==> config.mk <==
export PLATFORM = sky130hd
export DESIGN_NAME = pwr_seq_ctrl_flat
export DESIGN_NICKNAME = d
export VERILOG_FILES = /design/src/rtl/pwr_seq_pkg.sv /design/src/rtl/pwr_seq_ctrl_if.sv /design/src/rtl/pwr_domain_fsm.sv /design/src/rtl/pwr_seq_ctrl.sv /design/src/flat_wrapper.sv
export SDC_FILE = /design/constraint.sdc
export NUM_CORES = 1
export LEC_CHECK = 0
export BUFFER_PORTS_ARGS = -buffer_cell sky130_fd_sc_hd__buf_2
export CAP_MARGIN = 20
export CORE_MARGIN = 2
export CORE_UTILIZATION = 60
export DETAILED_ROUTE_END_ITERATION = 6
export GPL_ROUTABILITY_DRIVEN = 0
export PLACE_DENSITY_LB_ADDON = 0.05
export SYNTH_ARGS = -nofsm -noshare
export SYNTH_HDL_FRONTEND = slang
export SYNTH_SLANG_ARGS = --single-unit
==> constraint.sdc <==
create_clock -name clk -period 2.6 [get_ports clk]
set_clock_uncertainty 0.2 [all_clocks]
set_input_delay 0.52 -clock clk [delete_from_list [all_inputs] [get_ports clk]]
set_output_delay 0.52 -clock clk [all_outputs]
set_load 0.02 [all_outputs]
==> src/rtl/pwr_seq_pkg.sv <==
// Shared types and constants for the multi-domain power sequencer.
// State encodings are fixed because the packed state bus is observed by software.
package pwr_seq_pkg;

    localparam int STATE_W = 3;

    typedef enum logic [STATE_W-1:0] {
        PWR_OFF     = 3'd0,
        PWR_RAMP    = 3'd1,
        PWR_RESTORE = 3'd2,
        PWR_ON      = 3'd3,
        PWR_ISO     = 3'd4,
        PWR_SAVE    = 3'd5
    } pwr_state_e;

    // Ramp counter must hold RAMP_CYC-1 and still leave room for the zero test.
    function automatic int ramp_cnt_w(input int ramp_cyc);
        return $clog2(ramp_cyc) + 1;
    endfunction

endpackage

==> src/rtl/pwr_seq_ctrl_if.sv <==
// Bundle between the low-power controller and the sequencer: per-domain
// requests/enables in, switch/isolation/retention controls and status out.
interface pwr_seq_ctrl_if #(
    parameter int NUM_DOM = 2,
    parameter int WIDTH   = 8
);
    import pwr_seq_pkg::*;

    logic [NUM_DOM-1:0]         pwr_req;
    logic [NUM_DOM-1:0]         cnt_en;
    logic [NUM_DOM-1:0]         pwr_en;
    logic [NUM_DOM-1:0]         iso_en;
    logic [NUM_DOM-1:0]         save;
    logic [NUM_DOM-1:0]         restore;
    logic [NUM_DOM-1:0]         pwr_ack;
    logic [NUM_DOM*STATE_W-1:0] state;
    logic [NUM_DOM*WIDTH-1:0]   data;

    modport master (
        output pwr_req,
        output cnt_en,
        input  pwr_en,
        input  iso_en,
        input  save,
        input  restore,
        input  pwr_ack,
        input  state,
        input  data
    );

    modport slave (
        input  pwr_req,
        input  cnt_en,
        output pwr_en,
        output iso_en,
        output save,
        output restore,
        output pwr_ack,
        output state,
        output data
    );

endinterface

==> src/rtl/pwr_domain_fsm.sv <==
// One switchable domain: power sequencing FSM, supply ramp timer, activity
// counter and its retention shadow, plus output decode.
module pwr_domain_fsm
    import pwr_seq_pkg::*;
#(
    parameter int               WIDTH    = 8,
    parameter int               RAMP_CYC = 4,
    parameter logic [WIDTH-1:0] ISO_VAL  = '0
) (
    input  logic               clk,
    input  logic               rst,
    input  logic               pwr_req,
    input  logic               cnt_en,
    output logic               pwr_en,
    output logic               iso_en,
    output logic               save,
    output logic               restore,
    output logic               pwr_ack,
    output logic [STATE_W-1:0] state,
    output logic [WIDTH-1:0]   data
);

    localparam int RC_W = ramp_cnt_w(RAMP_CYC);

    localparam logic [STATE_W-1:0] S_OFF     = PWR_OFF;
    localparam logic [STATE_W-1:0] S_RAMP    = PWR_RAMP;
    localparam logic [STATE_W-1:0] S_RESTORE = PWR_RESTORE;
    localparam logic [STATE_W-1:0] S_ON      = PWR_ON;
    localparam logic [STATE_W-1:0] S_ISO     = PWR_ISO;
    localparam logic [STATE_W-1:0] S_SAVE    = PWR_SAVE;

    localparam logic [RC_W-1:0] RAMP_LOAD = RC_W'(RAMP_CYC - 1);

    logic [STATE_W-1:0] state_reg;
    logic [STATE_W-1:0] state_next;
    logic [RC_W-1:0]    ramp_cnt_reg;
    logic [RC_W-1:0]    ramp_cnt_next;
    logic [WIDTH-1:0]   live_reg;
    logic [WIDTH-1:0]   live_next;
    logic [WIDTH-1:0]   ret_reg;
    logic [WIDTH-1:0]   ret_next;

    // Power sequences run to completion; the request is only looked at in OFF and ON.
    always_comb begin
        state_next = state_reg;
        case (state_reg)
            S_OFF:     if (pwr_req) state_next = S_RAMP;
            S_RAMP:    if (ramp_cnt_reg == '0) state_next = S_RESTORE;
            S_RESTORE: state_next = S_ON;
            S_ON:      if (!pwr_req) state_next = S_ISO;
            S_ISO:     state_next = S_SAVE;
            S_SAVE:    state_next = S_OFF;
            default:   state_next = S_OFF;
        endcase
    end

    always_comb begin
        ramp_cnt_next = ramp_cnt_reg;
        if (state_reg == S_OFF && state_next == S_RAMP) begin
            ramp_cnt_next = RAMP_LOAD;
        end else if (state_reg == S_RAMP && ramp_cnt_reg != '0) begin
            ramp_cnt_next = ramp_cnt_reg - 1'b1;
        end
    end

    // Leaving SAVE captures the live count and then trashes it, as a real
    // power loss would; leaving RESTORE brings the captured value back.
    always_comb begin
        live_next = live_reg;
        ret_next  = ret_reg;
        case (state_reg)
            S_ON:      if (cnt_en) live_next = live_reg + 1'b1;
            S_RESTORE: live_next = ret_reg;
            S_SAVE: begin
                ret_next  = live_reg;
                live_next = '1;
            end
            default: ;
        endcase
    end

    always_ff @(posedge clk) begin
        if (rst) begin
            state_reg    <= S_OFF;
            ramp_cnt_reg <= '0;
            live_reg     <= '1;
            ret_reg      <= '0;
        end else begin
            state_reg    <= state_next;
            ramp_cnt_reg <= ramp_cnt_next;
            live_reg     <= live_next;
            ret_reg      <= ret_next;
        end
    end

    assign pwr_en  = (state_reg != S_OFF);
    assign iso_en  = (state_reg != S_ON);
    assign save    = (state_reg == S_SAVE);
    assign restore = (state_reg == S_RESTORE);
    assign pwr_ack = (state_reg == S_ON);
    assign state   = state_reg;
    assign data    = iso_en ? ISO_VAL : live_reg;

endmodule

==> src/rtl/pwr_seq_ctrl.sv <==
// Multi-domain power sequencer with state retention: NUM_DOM independent
// domain sequencers packed onto the controller interface.
module pwr_seq_ctrl
    import pwr_seq_pkg::*;
#(
    parameter int               NUM_DOM  = 2,
    parameter int               WIDTH    = 8,
    parameter int               RAMP_CYC = 4,
    parameter logic [WIDTH-1:0] ISO_VAL  = '0
) (
    input  logic         clk,
    input  logic         rst,
    pwr_seq_ctrl_if.slave bus
);

    logic [NUM_DOM-1:0]         pwr_en_w;
    logic [NUM_DOM-1:0]         iso_en_w;
    logic [NUM_DOM-1:0]         save_w;
    logic [NUM_DOM-1:0]         restore_w;
    logic [NUM_DOM-1:0]         pwr_ack_w;
    logic [NUM_DOM*STATE_W-1:0] state_w;
    logic [NUM_DOM*WIDTH-1:0]   data_w;

    // Domains share nothing but the clock and reset.
    generate
        for (genvar gi = 0; gi < NUM_DOM; gi++) begin : g_dom
            pwr_domain_fsm #(
                .WIDTH    (WIDTH),
                .RAMP_CYC (RAMP_CYC),
                .ISO_VAL  (ISO_VAL)
            ) u_dom (
                .clk     (clk),
                .rst     (rst),
                .pwr_req (bus.pwr_req[gi]),
                .cnt_en  (bus.cnt_en[gi]),
                .pwr_en  (pwr_en_w[gi]),
                .iso_en  (iso_en_w[gi]),
                .save    (save_w[gi]),
                .restore (restore_w[gi]),
                .pwr_ack (pwr_ack_w[gi]),
                .state   (state_w[gi*STATE_W +: STATE_W]),
                .data    (data_w[gi*WIDTH +: WIDTH])
            );
        end
    endgenerate

    assign bus.pwr_en  = pwr_en_w;
    assign bus.iso_en  = iso_en_w;
    assign bus.save    = save_w;
    assign bus.restore = restore_w;
    assign bus.pwr_ack = pwr_ack_w;
    assign bus.state   = state_w;
    assign bus.data    = data_w;

endmodule

==> src/flat_wrapper.sv <==
// flat-port wrapper written by rule: the top's interface ports become plain ports
module pwr_seq_ctrl_flat import pwr_seq_pkg::*;
#(
    parameter int               NUM_DOM  = 2,
    parameter int               WIDTH    = 8,
    parameter int               RAMP_CYC = 4,
    parameter logic [WIDTH-1:0] ISO_VAL  = '0
)
  (clk, rst, bus_pwr_req, bus_cnt_en, bus_pwr_en, bus_iso_en, bus_save, bus_restore, bus_pwr_ack, bus_state, bus_data);
  pwr_seq_ctrl_if #(.NUM_DOM(NUM_DOM), .WIDTH(WIDTH)) bus_i ();
  input  logic clk;
  input  logic rst;
  input wire logic [$bits(bus_i.pwr_req)-1:0] bus_pwr_req;
  input wire logic [$bits(bus_i.cnt_en)-1:0] bus_cnt_en;
  output wire logic [$bits(bus_i.pwr_en)-1:0] bus_pwr_en;
  output wire logic [$bits(bus_i.iso_en)-1:0] bus_iso_en;
  output wire logic [$bits(bus_i.save)-1:0] bus_save;
  output wire logic [$bits(bus_i.restore)-1:0] bus_restore;
  output wire logic [$bits(bus_i.pwr_ack)-1:0] bus_pwr_ack;
  output wire logic [$bits(bus_i.state)-1:0] bus_state;
  output wire logic [$bits(bus_i.data)-1:0] bus_data;
  assign bus_i.pwr_req = bus_pwr_req;
  assign bus_i.cnt_en = bus_cnt_en;
  assign bus_pwr_en = bus_i.pwr_en;
  assign bus_iso_en = bus_i.iso_en;
  assign bus_save = bus_i.save;
  assign bus_restore = bus_i.restore;
  assign bus_pwr_ack = bus_i.pwr_ack;
  assign bus_state = bus_i.state;
  assign bus_data = bus_i.data;
  pwr_seq_ctrl #(.NUM_DOM(NUM_DOM), .WIDTH(WIDTH), .RAMP_CYC(RAMP_CYC), .ISO_VAL(ISO_VAL)) u_core (.clk(clk), .rst(rst), .bus(bus_i));
endmodule
==> run metrics, run 1 <==
status finished clean; CTS root buf clkbuf_8; FMAX 417 MHz; number of synthesized register bits 44; Req. time, crit path 1.88 ns; worst relative slew slack 0.584; number of antenna diodes 0; syn nets 324; Worst setup SP type register; LEAKAGE 1.19 nW; GRT Overall Usage 0.238; worst vdd ir 0.000501 V; initial DRC count 145; setup TNS 0 ns; crit path capture type output pin; clock-pin transition on the worst setup and hold timing paths 0.08 ns; Max Cap Violations 0; number of flops mapped to enable cells by yosys 0; final max-slew violation count 0; CTS Sinks 44; Seq/Total Area, Yosys 0.362; starting density of the core 0.617; HP Class in -> reg; cts hold-fix bufs 0; Port Buffer Count 37; Cell Pwr Density 782 nW/µm²; # IOs 38; PostCTS Resize Cnt 0; maximum number of pins on one net before global-route repair 33; Synth cell types 55; asr flop ratio synth 0; Finished Core Util 0.665; number of nets in the layout 343; # setup viols final 0; Final Power 2.05 mW; # rows 23; DPL Wire Length 3530 µm; CTS tree done; Pre-Repair DR Iteration Count 4; Overflow after GRT 0; die width 67.7 µm; syn_area_per_cell 7.80 µm²; Num CTS Buffers 5; area grow syn2layout 7.77%; DRC viols 0; final period utilization 0.923; global-route wire length before repair 8270 µm; top-area cell type share of the netlist area 0.362; CP Class reg -> out; vias in the first global route 1832; Syn Inst Count 312; worst skew pair latency 0.30 ns; Routed WL 5180 µm; area of the core 3940 µm²; ratio of cells with drive above 1 in the final layout 0.190; RSZ-0062 raised after global routing no; synth top area cells dfxtp_1, a21oi_1, nand2_1, and2_1, buf_4; CTS HTree Levels 2; min Tclk post-route 2.40 ns; Setup Buffers After CTS 0; Final ANT Viol Nets 0; clk buf depth 2; Die Footprint 4580 µm²; vias per std cell 5.72; Synth warnings 0; largest fanout on the critical path 14; final hold vios 0; Worst-Margin Slew 0.624 ns; initial antenna violation count 0; ys flop type dfxtp_1; DIE HEIGHT 67.7 µm; Vias 2184; post-synthesis cell area 2430 µm²; Yosys top cell by area dfxtp_1; CP arrival 1.68 ns; routed length per instance 13.6 µm
## metal layers
metal | wire (µm) | part of all wire | vias up | global-route usage
li1 | - | - | 1122 | -
met2 | 2360 | 0.45 | 47 | 0.388
met3 | 220 | 0.042 | 6 | 0.0500
met1 | 2540 | 0.49 | 1009 | 0.314
met4 | 59 | 0.011 | 0 | 0.0689
met5 | 0 | 0 | - | 0
## final cells by class
| type | instances | area [µm²] |
|---|---|---|
| inverter | 16 | 62.6 |
| clock buffer | 5 | 68.8 |
| multi-input combinational | 223 | 1310 |
| fill | 358 | 1320 |
| sequential | 44 | 881 |
| timing repair buffer | 41 | 215 |
| tap | 50 | 62.6 |
| clock inverter | 3 | 18.8 |
## cells in the mapped netlist (2+ instances only)
master    instances
nor2b_1           4
buf_4            11
nand4b_1          2
nand2b_1          4
o21a_1            3
ha_1              6
xnor2_1           2
a211oi_1          3
inv_1            12
o21ai_1           5
o22ai_1           7
o32ai_1           3
nand4_1           3
and3_1            4
o21ai_0          10
nor4_1            5
clkbuf_1          6
and2_1           15
nor3_1           11
dfxtp_1          44
nor2_1           16
nand3_1          11
mux2i_1           2
a31oi_1           2
buf_2             7
inv_2             3
a21oi_1          38
nand2_1          42
buf_6             2
clkbuf_2          2
or3_1             2
mux2_2            2
## where the power goes
part	switching, mW	internal, mW
combinational	0.422	0.327
sequential	0.121	0.754
clock	0.239	0.187
## critical path, cell delays in order (launching register included)
cell	delay, ns
dfxtp_1	0.62
and3_1	0.39
inv_1	0.12
nor2_1	0.09
buf_2	0.16
## final timing paths
| kind | from | cells after the start | slack [ns] | endpoint |
|---|---|---|---|---|
| max reg2reg | u_core.g_dom[0].u_dom.state[1]$_SDFF_PP0_ | 5 | 0.50 | u_core.g_dom[0].u_dom.live_reg[4]$_SDFFE_PP1P_ |
| min | bus_pwr_req[1] | 2 | 0.25 | u_core.g_dom[1].u_dom.ramp_cnt_reg[2]$_SDFFE_PP0P_ |
| max | u_core.g_dom[0].u_dom.state[0]$_SDFF_PP0_ | 4 | 0.20 | bus_data[2] |
| min reg2reg | u_core.g_dom[1].u_dom.ret_reg[4]$_SDFFE_PP0P_ | 2 | 0.26 | u_core.g_dom[1].u_dom.ret_reg[4]$_SDFFE_PP0P_ |
## metrics by stage
step	cell area [µm²]	setup slack [ns]	std cells	hold WS, ns
after floorplan	2430	0.500	312	0.232
after global placement	2530	0.598	374	0.238
after detailed placement	2530	0.518	374	0.247
after CTS	2620	0.184	382	0.236
after global routing	2620	0.0492	382	0.256
final	2620	0.200	382	0.246
## cells by family after synthesis
group,Yosys count,synth area share
buffers and inverters,45,0.0982
AND/OR/NAND/NOR,129,0.279
XOR/XNOR,2,0.00720
AO/OA/AOI/OAI,82,0.205
adder cells (fa/ha/maj),6,0.0309
flip-flops,44,0.362
multiplexers,4,0.0175
## cell usage in the layout, fill, tap and decap left out, types with 2 or more instances in the layout
master and n:
dfxtp_1 44, nand2_1 42, a21oi_1 38, buf_2 37, nor2_1 16, and2_1 15, inv_1 12, nor3_1 11
nand3_1 11, o21ai_0 10, o22ai_1 7, ha_1 6, nor4_1 5, o21ai_1 5, clkbuf_8 5, and3_1 4
nor2b_1 4, nand2b_1 4, buf_4 4, inv_2 3, nand4_1 3, o21a_1 3, a211oi_1 3, o32ai_1 3
nand4b_1 2, xnor2_1 2, or3_1 2, a31oi_1 2, mux2i_1 2, mux2_2 2, clkinv_2 2
Power figures use the tool's default switching activity.
==> inputs of run 2 (changes only) <==
CORE_UTILIZATION = 61   (was 60)
==> run 2 against run 1 <==
  * Design area is the same
  * Sequential share of layout area is the same
  * Combinational power grew 0.8%
  * Sequential cell count stayed put
  * Total power is 1.2% higher
  * Setup slack better by 0.021 ns
  * Routed wire length increased by 2.4%
  * Global-route usage rose by 1.4 points
  * Sequential power about the same
  * Critical path depth stayed put
  * Via count up 1.5%
  * Die area decreased by 1.5%
==> run metrics, run 2 (synthesis gave the netlist of run 1 again) <==
status finished clean; min Tclk post-route 2.38 ns; Overflow after GRT 0; CP Class reg -> out; Hold Crit Depth 2; most frequent cells in the layout dfxtp_1, nand2_1, a21oi_1, buf_2, nor2_1; clk buf depth 2; Num CTS Buffers 5; Non-Filler Instances 380; final hold vios 0; # setup viols final 0; routed length per instance 14.0 µm; Cell Pwr Density 791 nW/µm²; Final ANT Viol Nets 0; pre-CTS worst setup slack 0.536 ns; die width 67.1 µm; largest fanout on the critical path 14; initial DRC count 199; Worst setup SP type register; starting density of the core 0.650; vias per std cell 5.83; worst skew pair latency 0.30 ns; Die Footprint 4510 µm²; vias in the first global route 1912; Reg2Reg Capture Point u_core.g_dom[0].u_dom.live_reg[6]$_SDFFE_PP1P_; Setup WS post-layout 0.221 ns; CP arrival 1.66 ns; PostCTS Resize Cnt 0; CTS tree done; Placed Cells 372; number of antenna diodes 0; FMAX 420 MHz; Port Buffer Count 37; GRT Overall Usage 0.252; area of the core 3740 µm²; Routed WL 5300 µm; Max Cap Violations 0; DPL Wire Length 3620 µm; cts hold-fix bufs 0; ratio of cells with drive above 1 in the final layout 0.184; Req. time, crit path 1.88 ns; crit path capture type output pin; final max-slew violation count 0; Reg2Reg Depth 5; Vias 2217; worst vdd ir 0.000477 V; CTS HTree Levels 2; DIE HEIGHT 67.1 µm; worst reg2reg path startpoint u_core.g_dom[0].u_dom.state[0]$_SDFF_PP0_; # IOs 38; DRC viols 0; area grow syn2layout 7.77%; Worst-Margin Slew 0.692 ns; worst relative slew slack 0.539; Setup Buffers After CTS 0; number of nets in the layout 343; commonest non-fill, non-tap cell in the layout dfxtp_1; CTS Sinks 44; Fill cells 349; clock-pin transition on the worst setup and hold timing paths 0.08 ns; CTS root buf clkbuf_8; WHS 0.236 ns; initial antenna violation count 0; HP Class in -> reg; Finished Core Util 0.700; setup TNS 0 ns; Pre-Repair DR Iteration Count 5; flop-to-flop setup slack 0.52 ns; maximum number of pins on one net before global-route repair 38; global-route wire length before repair 8710 µm; final period utilization 0.915; RSZ-0062 raised after global routing no; LEAKAGE 1.19 nW; # rows 22; Hold EP u_core.g_dom[0].u_dom.ramp_cnt_reg[2]$_SDFFE_PP0P_; Hold Startpoint bus_pwr_req[0]
run 2: cell types whose count changed in the layout (fill, tap and decap cells not counted), sizes merged:
cell and delta:
clkbuf +3, clkinv -3
run 2: worst max path at each step:
stage,end,cells past startpoint,slack [ns],from
after floorplan,bus_restore[1],5,0.50,u_core.g_dom[1].u_dom.state[1]$_SDFF_PP0_
after global placement,u_core.g_dom[0].u_dom.live_reg[6]$_SDFFE_PP1P_,5,0.62,u_core.g_dom[0].u_dom.state[0]$_SDFF_PP0_
after detailed placement,bus_data[2],4,0.54,u_core.g_dom[0].u_dom.state[0]$_SDFF_PP0_
after CTS,bus_data[2],4,0.21,u_core.g_dom[0].u_dom.state[0]$_SDFF_PP0_
after global routing,bus_data[2],4,0.1,u_core.g_dom[0].u_dom.state[0]$_SDFF_PP0_
final,bus_data[2],4,0.22,u_core.g_dom[0].u_dom.state[0]$_SDFF_PP0_
run 2: power by group:
group	internal, mW	switching (mW)	leakage (nW)
combinational	0.327	0.428	0.788
sequential	0.754	0.123	0.359
clock	0.217	0.226	0.0455
run 2: final cells by class:
type | instances | area (µm²) | share of cell area
multi-input cells | 223 | 1310 | 0.501
inverters | 16 | 62.6 | 0.0239
clock buffers | 8 | 90.1 | 0.0344
flip-flops and latches | 44 | 881 | 0.336
repair buffers | 41 | 215 | 0.0821
well taps | 48 | 60.1 | 0.0229
run 2: stage by stage:
step	total power [mW]	cell area [µm²]
floorplan	1.50	2430
global placement	1.62	2530
detailed placement	1.64	2530
CTS	2.08	2620
global route	2.22	2620
finish	2.07	2620
run 2: layer usage:
metal | up-vias | wire [µm] | global-route usage
met2 | 74 | 2400 | 0.397
li1 | 1123 | - | -
met4 | 0 | 48 | 0.0842
met1 | 1015 | 2520 | 0.351
met3 | 5 | 328 | 0.0400
met5 | - | 0 | 0
run 2: worst max-delay path, cell delays in order, from the launching register on:
cell     delay (ns)
dfxtp_1        0.62
and3_1         0.38
inv_1          0.11
nor2_1         0.09
buf_2          0.16
==> inputs of run 3 (changes only) <==
CORE_UTILIZATION = 56   (was 61)
GPL_ROUTABILITY_DRIVEN = not set   (was 0)
MAX_ROUTING_LAYER = met4   (was not set)
clock period = 2.3 ns   (was 2.6 ns; I/O delays follow)
==> run 3 against run 2 <==
  * Combinational power is 14% higher
  * Hold slack worse by 0.053 ns
  * Sequential share of layout area fell by 0.21 points
  * Largest cell class unchanged
  * Highest routed layer unchanged
==> run metrics, run 3 (synthesis gave the netlist of run 1 again) <==
status finished clean; most frequent cells in the layout nand2_1, dfxtp_1, a21oi_1, buf_2, nor2_1; Final Instance Area 2650 µm²; RSZ-0062 raised after global routing no; crit path capture type output pin; starting density of the core 0.595; final hold vios 0; # rows 23; routed length per instance 13.6 µm; Reg2Reg Depth 5; DPL Wire Length 3610 µm; min Tclk post-route 2.16 ns; Hold EP u_core.g_dom[1].u_dom.ramp_cnt_reg[2]$_SDFFE_PP0P_; Hold Startpoint bus_pwr_req[1]; number of nets in the layout 346; GRT Overall Usage 0.225; Reg2Reg Capture Point u_core.g_dom[0].u_dom.live_reg[4]$_SDFFE_PP1P_; worst relative slew slack 0.558; # IOs 38; Die Footprint 4890 µm²; area of the core 4090 µm²; global-route wire length before repair 8910 µm; HP Class in -> reg; vias in the first global route 1998; Pre-Repair DR Iteration Count 4; Overflow after GRT 0; maximum number of pins on one net before global-route repair 36; CTS HTree Levels 2; initial antenna violation count 0; commonest non-fill, non-tap cell in the layout nand2_1; die width 69.9 µm; Setup Buffers After CTS 0; CTS Sinks 44; Worst-Margin Slew 0.663 ns; LEAKAGE 1.21 nW; Cell Pwr Density 888 nW/µm²; CTS tree done; placed inst area 2560 µm²; worst reg2reg path startpoint u_core.g_dom[0].u_dom.state[1]$_SDFF_PP0_; clock-pin transition on the worst setup and hold timing paths 0.08 ns; Setup WS post-layout 0.143 ns; final max-slew violation count 0; Final ANT Viol Nets 0; Port Buffer Count 37; CP Class reg -> out; # setup viols final 0; FMAX 464 MHz; worst vdd ir 0.000456 V; Finished Core Util 0.649; Worst setup SP type register; Num CTS Buffers 5; clk buf depth 2; Hold Crit Depth 2; largest fanout on the critical path 14; DRC viols 0; vias per std cell 5.75; final period utilization 0.938; CTS root buf clkbuf_8; cts hold-fix bufs 0; Req. time, crit path 1.64 ns; pre-CTS worst setup slack 0.295 ns; Routed WL 5220 µm; Max Cap Violations 0; placer congestion estimate 0.822; flop-to-flop setup slack 0.50 ns; ratio of cells with drive above 1 in the final layout 0.206; initial DRC count 214; Vias 2212; worst skew pair latency 0.30 ns; setup TNS 0 ns; CP arrival 1.50 ns; area grow syn2layout 9.05%; DIE HEIGHT 69.9 µm; number of antenna diodes 0
run 3: cell count changes in the layout (fill, tap and decap cells not counted), sizes merged:
cell,before,now
buf,41,44
run 3: what timing repair did:
action,4_1_cts,5_1_grt
setup endpoints to repair,3,17
resized for setup,1,4
gates cloned,0,0
run 3: worst max-delay path by stage:
stage                                         startpoint        endpoint
6_report       u_core.g_dom[0].u_dom.state[0]$_SDFF_PP0_     bus_data[2]
3_3_place_gp   u_core.g_dom[0].u_dom.state[0]$_SDFF_PP0_     bus_data[2]
4_1_cts        u_core.g_dom[0].u_dom.state[1]$_SDFF_PP0_     bus_data[2]
5_1_grt        u_core.g_dom[0].u_dom.state[0]$_SDFF_PP0_     bus_data[2]
3_5_place_dp   u_core.g_dom[0].u_dom.state[0]$_SDFF_PP0_     bus_data[2]
2_1_floorplan  u_core.g_dom[1].u_dom.state[1]$_SDFF_PP0_  bus_restore[1]
run 3: routing by layer:
metal  vias to the layer above  wire length, µm  global-route usage
met5                         -                0                   -
met4                         0               64              0.0641
met3                         7              256              0.0418
met2                        62             2320               0.349
met1                      1018             2580               0.303
li1                       1125                -                   -
run 3: layout make-up:
type                       count  area, µm²
fill                         381       1430
multi-input combinational    223       1310
sequential                    44        886
timing repair buffer          44        238
clock buffer                   8       90.1
inverter                      16       62.6
tap                           50       62.6
run 3: per-stage QoR:
| step | power [mW] | hold slack [ns] | std cells |
|---|---|---|---|
| global route | 2.51 | 0.188 | 385 |
| CTS | 2.35 | 0.179 | 385 |
| detailed placement | 1.86 | 0.250 | 377 |
| finish | 2.36 | 0.183 | 385 |
| floorplan | 1.70 | 0.232 | 312 |
| global placement | 1.84 | 0.241 | 377 |
run 3: critical path: stages (launching register included):
cell	delay, ns
dfxtp_2	0.48
and3_1	0.37
inv_1	0.11
nor2_1	0.09
buf_2	0.16
run 3: power by group:
part	total, mW	switching, mW	internal (mW)
clock network	0.505	0.260	0.245
logic	0.863	0.485	0.377
registers	0.987	0.132	0.855
